$ cat config.mk
export PLATFORM = sky130hd
export DESIGN_NAME = uart_frame_rx
export DESIGN_NICKNAME = d
export VERILOG_FILES = /design/src/rtl/uart_frame_rx.sv
export SDC_FILE = /design/constraint.sdc
export NUM_CORES = 1
export LEC_CHECK = 0
export ABC_CLOCK_PERIOD_IN_PS = 1650
export CAP_MARGIN = 30
export CORE_MARGIN = 2
export CORE_UTILIZATION = 35
export CTS_CLUSTER_DIAMETER = 80
export CTS_CLUSTER_SIZE = 16
export DETAILED_ROUTE_END_ITERATION = 12
export GPL_TIMING_DRIVEN = 0
export PLACE_DENSITY_LB_ADDON = 0.15
export SETUP_SLACK_MARGIN = 0.2
export SLEW_MARGIN = 10
export SYNTH_ARGS = -nofsm -noshare
export SYNTH_HDL_FRONTEND = slang
export SYNTH_SLANG_ARGS = --single-unit
$ cat constraint.sdc
create_clock -name clk -period 1.65 [get_ports clk]
set_clock_uncertainty 0.05 [all_clocks]
set_input_delay 0.2475 -clock clk [delete_from_list [all_inputs] [get_ports clk]]
set_output_delay 0.2475 -clock clk [all_outputs]
set_load 0.05 [all_outputs]
$ cat src/rtl/uart_frame_rx.sv
// uart_frame_rx: oversampled UART receiver with one-word holding register.
// Optional parity bit when UART_RX_PARITY_EN is defined (PARITY_ODD selects sense).
module uart_frame_rx #(
  parameter int DATA_BITS    = 8,
  parameter int CLKS_PER_BIT = 16,
  parameter int PARITY_ODD   = 0
) (
  input  logic                 clk,
  input  logic                 reset,
  input  logic                 rx,
  input  logic                 data_ready,
  output logic [DATA_BITS-1:0] data_out,
  output logic                 data_valid,
  output logic                 frame_err,
  output logic                 parity_err,
  output logic                 overrun,
  output logic                 busy
);

  localparam int TW = $clog2(CLKS_PER_BIT);
  localparam int CW = $clog2(DATA_BITS + 1);

  localparam logic [TW-1:0] T_HALF = TW'(CLKS_PER_BIT / 2 - 1);
  localparam logic [TW-1:0] T_FULL = TW'(CLKS_PER_BIT - 1);
  localparam logic [CW-1:0] C_LAST = CW'(DATA_BITS - 1);

  localparam logic [2:0] S_IDLE    = 3'd0;
  localparam logic [2:0] S_START   = 3'd1;
  localparam logic [2:0] S_DATA    = 3'd2;
  localparam logic [2:0] S_STOP    = 3'd4;
  localparam logic [2:0] S_RECOVER = 3'd5;
`ifdef UART_RX_PARITY_EN
  localparam logic [2:0] S_PARITY  = 3'd3;
  localparam logic       P_ODD     = PARITY_ODD[0];
`endif

  if (DATA_BITS < 5 || DATA_BITS > 9 ||
      CLKS_PER_BIT < 4 || CLKS_PER_BIT > 65535 ||
      PARITY_ODD < 0 || PARITY_ODD > 1) begin : g_bad_param
    $error("uart_frame_rx: parameter out of range");
  end

  logic [1:0]           sync_q, sync_d;
  logic [2:0]           state_q, state_d;
  logic [TW-1:0]        timer_q, timer_d;
  logic [CW-1:0]        bitcnt_q, bitcnt_d;
  logic [DATA_BITS-1:0] shift_q, shift_d;
  logic [DATA_BITS-1:0] dout_q, dout_d;
  logic                 valid_q, valid_d;
  logic                 ferr_q, ferr_d;
  logic                 ovr_q, ovr_d;
  logic                 rxs;
  logic                 at_full;
  logic                 good;
`ifdef UART_RX_PARITY_EN
  logic                 perr_q, perr_d;
  logic                 parbad_q, parbad_d;
`endif

  assign rxs     = sync_q[1];
  assign at_full = (timer_q == T_FULL);

  // Next-state: line sync, bit timing, framing and holding register.
  always_comb begin
    sync_d   = {sync_q[0], rx};
    state_d  = state_q;
    timer_d  = timer_q;
    bitcnt_d = bitcnt_q;
    shift_d  = shift_q;
    dout_d   = dout_q;
    valid_d  = valid_q;
    ferr_d   = 1'b0;
    ovr_d    = 1'b0;
    good     = 1'b0;
`ifdef UART_RX_PARITY_EN
    perr_d   = 1'b0;
    parbad_d = parbad_q;
`endif
    case (state_q)
      S_IDLE: begin
        if (!rxs) begin
          timer_d = '0;
          state_d = S_START;
        end
      end
      S_START: begin
        if (timer_q == T_HALF) begin
          timer_d  = '0;
          bitcnt_d = '0;
          state_d  = rxs ? S_IDLE : S_DATA;
        end else begin
          timer_d = timer_q + TW'(1);
        end
      end
      S_DATA: begin
        if (at_full) begin
          timer_d  = '0;
          shift_d  = {rxs, shift_q[DATA_BITS-1:1]};
          bitcnt_d = bitcnt_q + CW'(1);
          if (bitcnt_q == C_LAST) begin
`ifdef UART_RX_PARITY_EN
            state_d = S_PARITY;
`else
            state_d = S_STOP;
`endif
          end
        end else begin
          timer_d = timer_q + TW'(1);
        end
      end
`ifdef UART_RX_PARITY_EN
      S_PARITY: begin
        if (at_full) begin
          timer_d  = '0;
          parbad_d = ((^shift_q) ^ rxs) != P_ODD;
          state_d  = S_STOP;
        end else begin
          timer_d = timer_q + TW'(1);
        end
      end
`endif
      S_STOP: begin
        if (at_full) begin
          timer_d = '0;
          if (rxs) begin
            state_d = S_IDLE;
`ifdef UART_RX_PARITY_EN
            if (parbad_q) perr_d = 1'b1;
            else          good   = 1'b1;
`else
            good = 1'b1;
`endif
          end else begin
            ferr_d  = 1'b1;
            state_d = S_RECOVER;
          end
        end else begin
          timer_d = timer_q + TW'(1);
        end
      end
      S_RECOVER: begin
        if (rxs) state_d = S_IDLE;
      end
      default: state_d = S_IDLE;
    endcase

    if (good) begin
      if (!valid_q || data_ready) begin
        dout_d  = shift_q;
        valid_d = 1'b1;
      end else begin
        ovr_d = 1'b1;
      end
    end else if (valid_q && data_ready) begin
      valid_d = 1'b0;
    end
  end

  // State registers with synchronous active-low reset.
  always_ff @(posedge clk) begin
    if (!reset) begin
      sync_q   <= 2'b11;
      state_q  <= S_IDLE;
      timer_q  <= '0;
      bitcnt_q <= '0;
      shift_q  <= '0;
      dout_q   <= '0;
      valid_q  <= 1'b0;
      ferr_q   <= 1'b0;
      ovr_q    <= 1'b0;
`ifdef UART_RX_PARITY_EN
      perr_q   <= 1'b0;
      parbad_q <= 1'b0;
`endif
    end else begin
      sync_q   <= sync_d;
      state_q  <= state_d;
      timer_q  <= timer_d;
      bitcnt_q <= bitcnt_d;
      shift_q  <= shift_d;
      dout_q   <= dout_d;
      valid_q  <= valid_d;
      ferr_q   <= ferr_d;
      ovr_q    <= ovr_d;
`ifdef UART_RX_PARITY_EN
      perr_q   <= perr_d;
      parbad_q <= parbad_d;
`endif
    end
  end

  assign data_out   = dout_q;
  assign data_valid = valid_q;
  assign frame_err  = ferr_q;
  assign overrun    = ovr_q;
  assign busy       = (state_q != S_IDLE);
`ifdef UART_RX_PARITY_EN
  assign parity_err = perr_q;
`else
  assign parity_err = 1'b0;
`endif

endmodule

==> results.yml, run 1 <==
clock_tree:
  ctsHtreeMaxLevel: 2
  clock_transition_at_path_regs_ns: 0.07
  tritoncts: "built"
  cts-root-buf: "clkbuf_8"
  cts_inserted_buffers: 5
  cts_max_path_buffers: 2
  clock-sinks: 32
  insertion_delay_ns: 0.28
floorplan:
  die-height_um: 69.93
  starting_density_of_the_core_pct: 37.23
  core_area_sq_mm: 0.004086
  fp.dieArea_sq_mm: 0.004890
  i_o_pins: 17
  num_rows: 23
  die_w_um: 69.93
power_and_ir_drop:
  ir_worst_vdd_v: 0.0004023
  power_leakage_nw: 0.8367
  p_per_area_mw_per_mm2: 749.1
placement:
  dpl-instance-area_sq_mm: 0.001752
  dpl.cell_count: 237
  pre_cts_ws_ns: -0.2782
  finalWeightedCongestion: 0.8676
  portBuffers: 15
  dp_hpwl_um: 2334
cells_and_area:
  area_of_the_multi_input_gates_sq_um: 955.9
  mostFrequentLayoutCells: "26 x nand2_1, 24 x dfxtp_1, 12 x buf_4, 12 x buf_6, 9 x a21boi_1"
  finalNetCount: 218
  mostFrequentLayoutCell: "nand2_1"
  final.fill_count: 403
  number_of_standard_cells_in_the_layout_taps_in_and_fillers_out: 263
  insertedDiodeCount: 0
  area_growth_syn_to_layout_pct: 43.26
  final-seq-area_sq_um: 650.6
  finish.instance_area_sq_mm: 0.002180
  drive_gt1_share_pct: 39.44
yosys:
  ys_seq_area_share_pct: 42.11
  synthArstFlopShare_pct: 0
  synth.net_count: 178
  yosys_top_cell_area_share_pct: 42.11
  synth_edf_count: 0
  synth_area_per_inst_sq_um: 8.846
  synth-main-ff-cell: "dfxtp_1"
  yosys_warnings: 0
  post_synth_num_cell_types: 47
  syn_area_sq_mm: 0.001521
  number_of_instances_in_the_synthesized_netlist: 172
  yosys-top-cells-area: "dfxtp_1 42%, nand2_1 7.2%, a21boi_0 4.9%, nand3_1 4.3%, o21ai_0 3.9%"
  synth_top_area_cell: "dfxtp_1"
  ys_seq_elements: 32
setup_path:
  critical-path-slowest-cell: "o32a_4"
  path_class: "flip-flop to flip-flop"
  crit_path_max_incr_delay_ns: 0.37
  critical_path.reg2reg.startpoint: "timer_q[0]$_SDFFE_PN0P_"
  cp-startpoint: "timer_q[0]$_SDFFE_PN0P_"
  timing.critical_path.to_type: "flip-flop"
  startpoint_type: "flip-flop"
  worst-endpoint-arrival_ns: 1.79
  cp_cell_sequence: "ha_4, and3_4, buf_6, o32a_4, and4b_1, a31o_1"
  crit_required_ns: 1.78
  critPathMaxFanout: 4
sta:
  timing.slew.headroom_pct: 65.09
  fmax_mhz: 601.5
  min_period_over_period_pct: 100.8
  setup_violations: 1
  worst_slack_ns: -0.01248
  final_critical_path_time_including_i_o_delays_and_setup_ns: 1.662
  rsz0062_at_grt: "yes"
  slew_viol_final: 0
  holdWs_ns: 0.4020
  timing_hold_violations_final: 0
  timing_worst_slew_pin_value_ns: 0.5237
route:
  routed-via-count: 1357
  postRouteAntennaNets: 0
  routed_wl_um: 3854
  route.detailed.vias_per_inst: 5.160
  wl_met1_um: 1873
  first_iter_violations: 90
  drt_first_pass_iters: 4
  route.detailed.drc: 0
  highest-signal-layer: "met4"
  wire_per_inst_um: 14.65
  route.met2.wl_um: 1751
  met3_length_um: 161
global_route:
  number_of_global_route_vias_before_repair: 1295
  grt_start_max_net_pins: 11
  grt_first_pass_wirelength_um: 6299
  track_usage_pct: 16.19
  antenna_found_initial: 0
  grt_overflow: 0
status:
  run_status: "complete, but fails checks"
  failed_checks: "setup timing"
worst_hold_path:
  hold_path.class: "flip-flop to flip-flop"
  timing.hold.worst.start: "sync_q[0]$_SDFF_PN1_"
run:
  max_cap_violations: 0
-- layout make-up --
class | instances | share of cell area (%)
plain buffers | 12 | 4.765
clock buffers | 6 | 3.330
clock inverters | 2 | 1.607
inverters | 2 | 0.3444
multi-input cells | 127 | 43.86
flip-flops and latches | 32 | 29.85
well taps | 50 | 2.870
repair buffers | 32 | 13.38
-- timing repair --
| action | CTS | global route |
|---|---|---|
| pin swaps | 15 | 21 |
| gates cloned | 2 | 1 |
| resized for setup | 57 | 50 |
| hold buffers | 0 | 0 |
| buffers inserted | 11 | 4 |
| endpoints found under the setup margin | 37 | 39 |
-- critical path, delay by kind of cell, from the launching register on --
family,cells,cell delay (ns)
AOI/OAI and AO/OA,2,0.54
adders and majority gates,1,0.17
buffers and inverters,1,0.11
DFF,1,0.34
and+or+nand+nor,2,0.35
-- power by group --
| group | switching [W] | internal, W |
|---|---|---|
| Combinational | 0.0000583 | 0.0000487 |
| Sequential | 0.00000713 | 0.000779 |
| Clock | 0.000292 | 0.000448 |
-- final timing paths --
path / slack, ns / depth (start not counted) / end
setup / recovery: -0.01 / 6 / state_q[1]$_SDFFE_PN0P_
hold / removal: 0.40 / 1 / sync_q[1]$_SDFF_PN1_
setup reg to reg: -0.01 / 6 / state_q[1]$_SDFFE_PN0P_
hold reg to reg: 0.40 / 1 / sync_q[1]$_SDFF_PN1_
-- kinds of logic after synthesis --
kind of cell,Yosys count,synth area share (%)
xor+xnor,1,0.5758
simple gates,81,30.26
buf+inv,14,5.510
compound gates,38,17.68
fa+ha+maj,3,2.302
other cells,1,0.2465
flops,32,42.10
mux,2,1.316
-- routing by layer --
layer	vias up	global-route usage, %
li1	676	-
met1	650	22.51
met2	23	23.92
met3	8	4.329
met4	0	6.197
met5	-	0
-- cell usage after synthesis (all sizes together) (3+ instances only) --
master / n
nor3: 5
nand2b: 8
or3b: 3
buf: 7
o21ai: 12
a21boi: 11
nand2: 29
dfxtp: 32
nand3: 14
nor2: 5
a21oi: 4
nor3b: 3
and3b: 3
clkbuf: 5
-- state kept, by name (all words and copies together) (netlist names) --
name	cells
data_out	8
shift_q	8
bitcnt_q	4
timer_q	4
state_q	3
sync_q	2
data_valid	1
frame_err	1
overrun	1
-- per-stage QoR --
step           setup TNS, ns  util, %  power (W)
6_report            -0.01248    53.34   0.001633
5_1_grt             -0.07775    53.34   0.001701
4_1_cts             -0.06417    50.06   0.001640
3_5_place_dp         -0.5045    42.87  0.0008838
3_3_place_gp         -0.5184    42.87  0.0008828
2_1_floorplan              0        -  0.0008568
(Power assumes the default switching activity.)
==> run 2, diff against run 1 <==
Settings changed: SKIP_CTS_REPAIR_TIMING set to 1.
==> run 2 against run 1 <==
  * The flow still finishes with violations (setup timing)
  * Maximum frequency shrank 3.4%
  * Sequential cell count is the same
  * Via count shrank 3.1%
  * Non-clock buffer count shrank 7
  * First-iteration DRC count shrank 14%
  * Setup slack lost 0.059 ns
  * Largest cell class unchanged
  * Sequential share of layout area grew 1.3 points
  * Combinational power shrank 10%
  * Wire length shrank 6.9%
  * Final cell count shrank 3.0%
  * Utilization shrank 2.1 points
  * Critical path depth is the same
==> results.yml, run 2 (synthesis gave the netlist of run 1 again) <==
setup_path:
  crit_required_ns: 1.78
  cp_cell_sequence: "ha_4, and3_4, buf_6, o32a_4, and4b_1, a31o_1"
  path_class: "flip-flop to flip-flop"
  critPathMaxFanout: 5
  startpoint_type: "flip-flop"
  crit_path_max_incr_delay_ns: 0.38
  path_buf_inv: 1
  worst-endpoint-arrival_ns: 1.86
  critical_path.top_delay_family: "compound AO/OA/AOI/OAI gates"
  timing.critical_path.to_type: "flip-flop"
  critical-path-slowest-cell: "o32a_4"
power_and_ir_drop:
  ir_worst_vdd_v: 0.0003986
  intPower_w: 0.001265
  p_seq_share_pct: 48.3
  pwr-share-clk_pct: 45.8
  total_power_w: 0.001621
  swShare_pct: 21.98
  p_per_area_mw_per_mm2: 773.4
  power_leakage_nw: 0.9387
  p_sw_w: 0.0003562
  p_comb_share_pct: 5.9
placement:
  portBuffers: 15
  finalWeightedCongestion: 0.8676
  dp_hpwl_um: 2334
floorplan:
  fp.dieArea_sq_mm: 0.004890
  starting_density_of_the_core_pct: 37.23
  num_rows: 23
  i_o_pins: 17
  core_area_sq_mm: 0.004086
  die-height_um: 69.93
  die_w_um: 69.93
sta:
  setup_violations: 3
  slew_viol_final: 0
  rsz0062_at_grt: "yes"
  worst_slack_ns: -0.07123
  min_period_over_period_pct: 104.3
  fmax_mhz: 581.0
  timing_worst_slew_pin_value_ns: 0.5565
  holdWs_ns: 0.3964
  final_critical_path_time_including_i_o_delays_and_setup_ns: 1.721
  timing_hold_violations_final: 0
  timing.slew.headroom_pct: 62.90
global_route:
  grt_overflow: 0
  grt_first_pass_wirelength_um: 5858
  antenna_found_initial: 0
  track_usage_pct: 15.00
  grt_start_max_net_pins: 11
  number_of_global_route_vias_before_repair: 1204
cells_and_area:
  insertedDiodeCount: 0
  drive_gt1_share_pct: 27.32
  finalNetCount: 210
  final.fill_count: 415
  mostFrequentLayoutCell: "nand2_1"
  mostFrequentLayoutCells: "28 x nand2_1, 26 x dfxtp_1, 11 x dlymetal6s2s_1"
  area_growth_syn_to_layout_pct: 37.75
route:
  wire_per_inst_um: 14.08
  routed-via-count: 1315
  highest-signal-layer: "met4"
  met3_length_um: 147
  route.met2.wl_um: 1607
  first_iter_violations: 77
  postRouteAntennaNets: 0
  drt_first_pass_iters: 4
  route.detailed.drc: 0
  routed_wl_um: 3590
  wl_met1_um: 1768
  route.detailed.vias_per_inst: 5.157
clock_tree:
  cts-root-buf: "clkbuf_8"
  clock-sinks: 32
  cts_inserted_buffers: 5
  tritoncts: "built"
  clock_transition_at_path_regs_ns: 0.07
  insertion_delay_ns: 0.29
  cts_max_path_buffers: 2
  ctsHtreeMaxLevel: 2
worst_hold_path:
  hold_path.class: "flip-flop to flip-flop"
run:
  max_cap_violations: 0
status:
  run_status: "complete, but fails checks"
  failed_checks: "setup timing"
run 2: final timing paths:
| check | start | endpoint | slack (ns) | cells after the start |
|---|---|---|---|---|
| max | timer_q[1]$_SDFFE_PN0P_ | state_q[1]$_SDFFE_PN0P_ | -0.07 | 6 |
| min | data_out[3]$_SDFFE_PN0P_ | data_out[3]$_SDFFE_PN0P_ | 0.40 | 2 |
| max reg2reg | timer_q[1]$_SDFFE_PN0P_ | state_q[1]$_SDFFE_PN0P_ | -0.07 | 6 |
| min reg2reg | data_out[3]$_SDFFE_PN0P_ | data_out[3]$_SDFFE_PN0P_ | 0.40 | 2 |
run 2: worst min-delay path: stages, from the launching register on:
cell,delay (ns)
dfxtp_1,0.31
nand2_1,0.05
o21ai_1,0.05
run 2: through the flow:
stage / setup slack (ns) / utilization [%] / instance area [sq um] / setup TNS (ns) / std cells
2_1_floorplan: 0.02914 / - / 1539 / 0 / 172
3_3_place_gp: -0.2542 / 42.87 / 1752 / -0.5184 / 237
3_5_place_dp: -0.2782 / 42.87 / 1752 / -0.5045 / 237
4_1_cts: -0.6007 / 45.50 / 1859 / -1.550 / 245
5_1_grt: -0.1095 / 51.29 / 2096 / -0.7483 / 255
6_report: -0.07123 / 51.29 / 2096 / -0.1165 / 255
run 2: final cells by class:
class                      instances  area (sq um)  area share, %
tap                               50         62.56          2.985
multi-input combinational        126         900.9          42.99
timing repair buffer              25         279.0          13.31
buffer                            12         85.08          4.060
clock inverter                     2         35.03          1.672
clock buffer                       6         72.57          3.463
sequential                        32         653.1          31.16
inverter                           2         7.507         0.3582
run 2: power by group through the flow:
stage	registers [W]	clock network [W]	logic [W]
6_report	0.000783	0.000742	0.0000962
5_1_grt	0.000783	0.000802	0.000104
4_1_cts	0.000785	0.000763	0.0000821
3_5_place_dp	0.000802	0	0.0000815
3_3_place_gp	0.000802	0	0.0000807
2_1_floorplan	0.000800	0	0.0000565
run 2: metal layers:
layer	track usage, %	up-vias
met5	0	-
met4	6.838	0
met3	4.473	7
met2	21.69	23
met1	20.50	624
li1	-	661
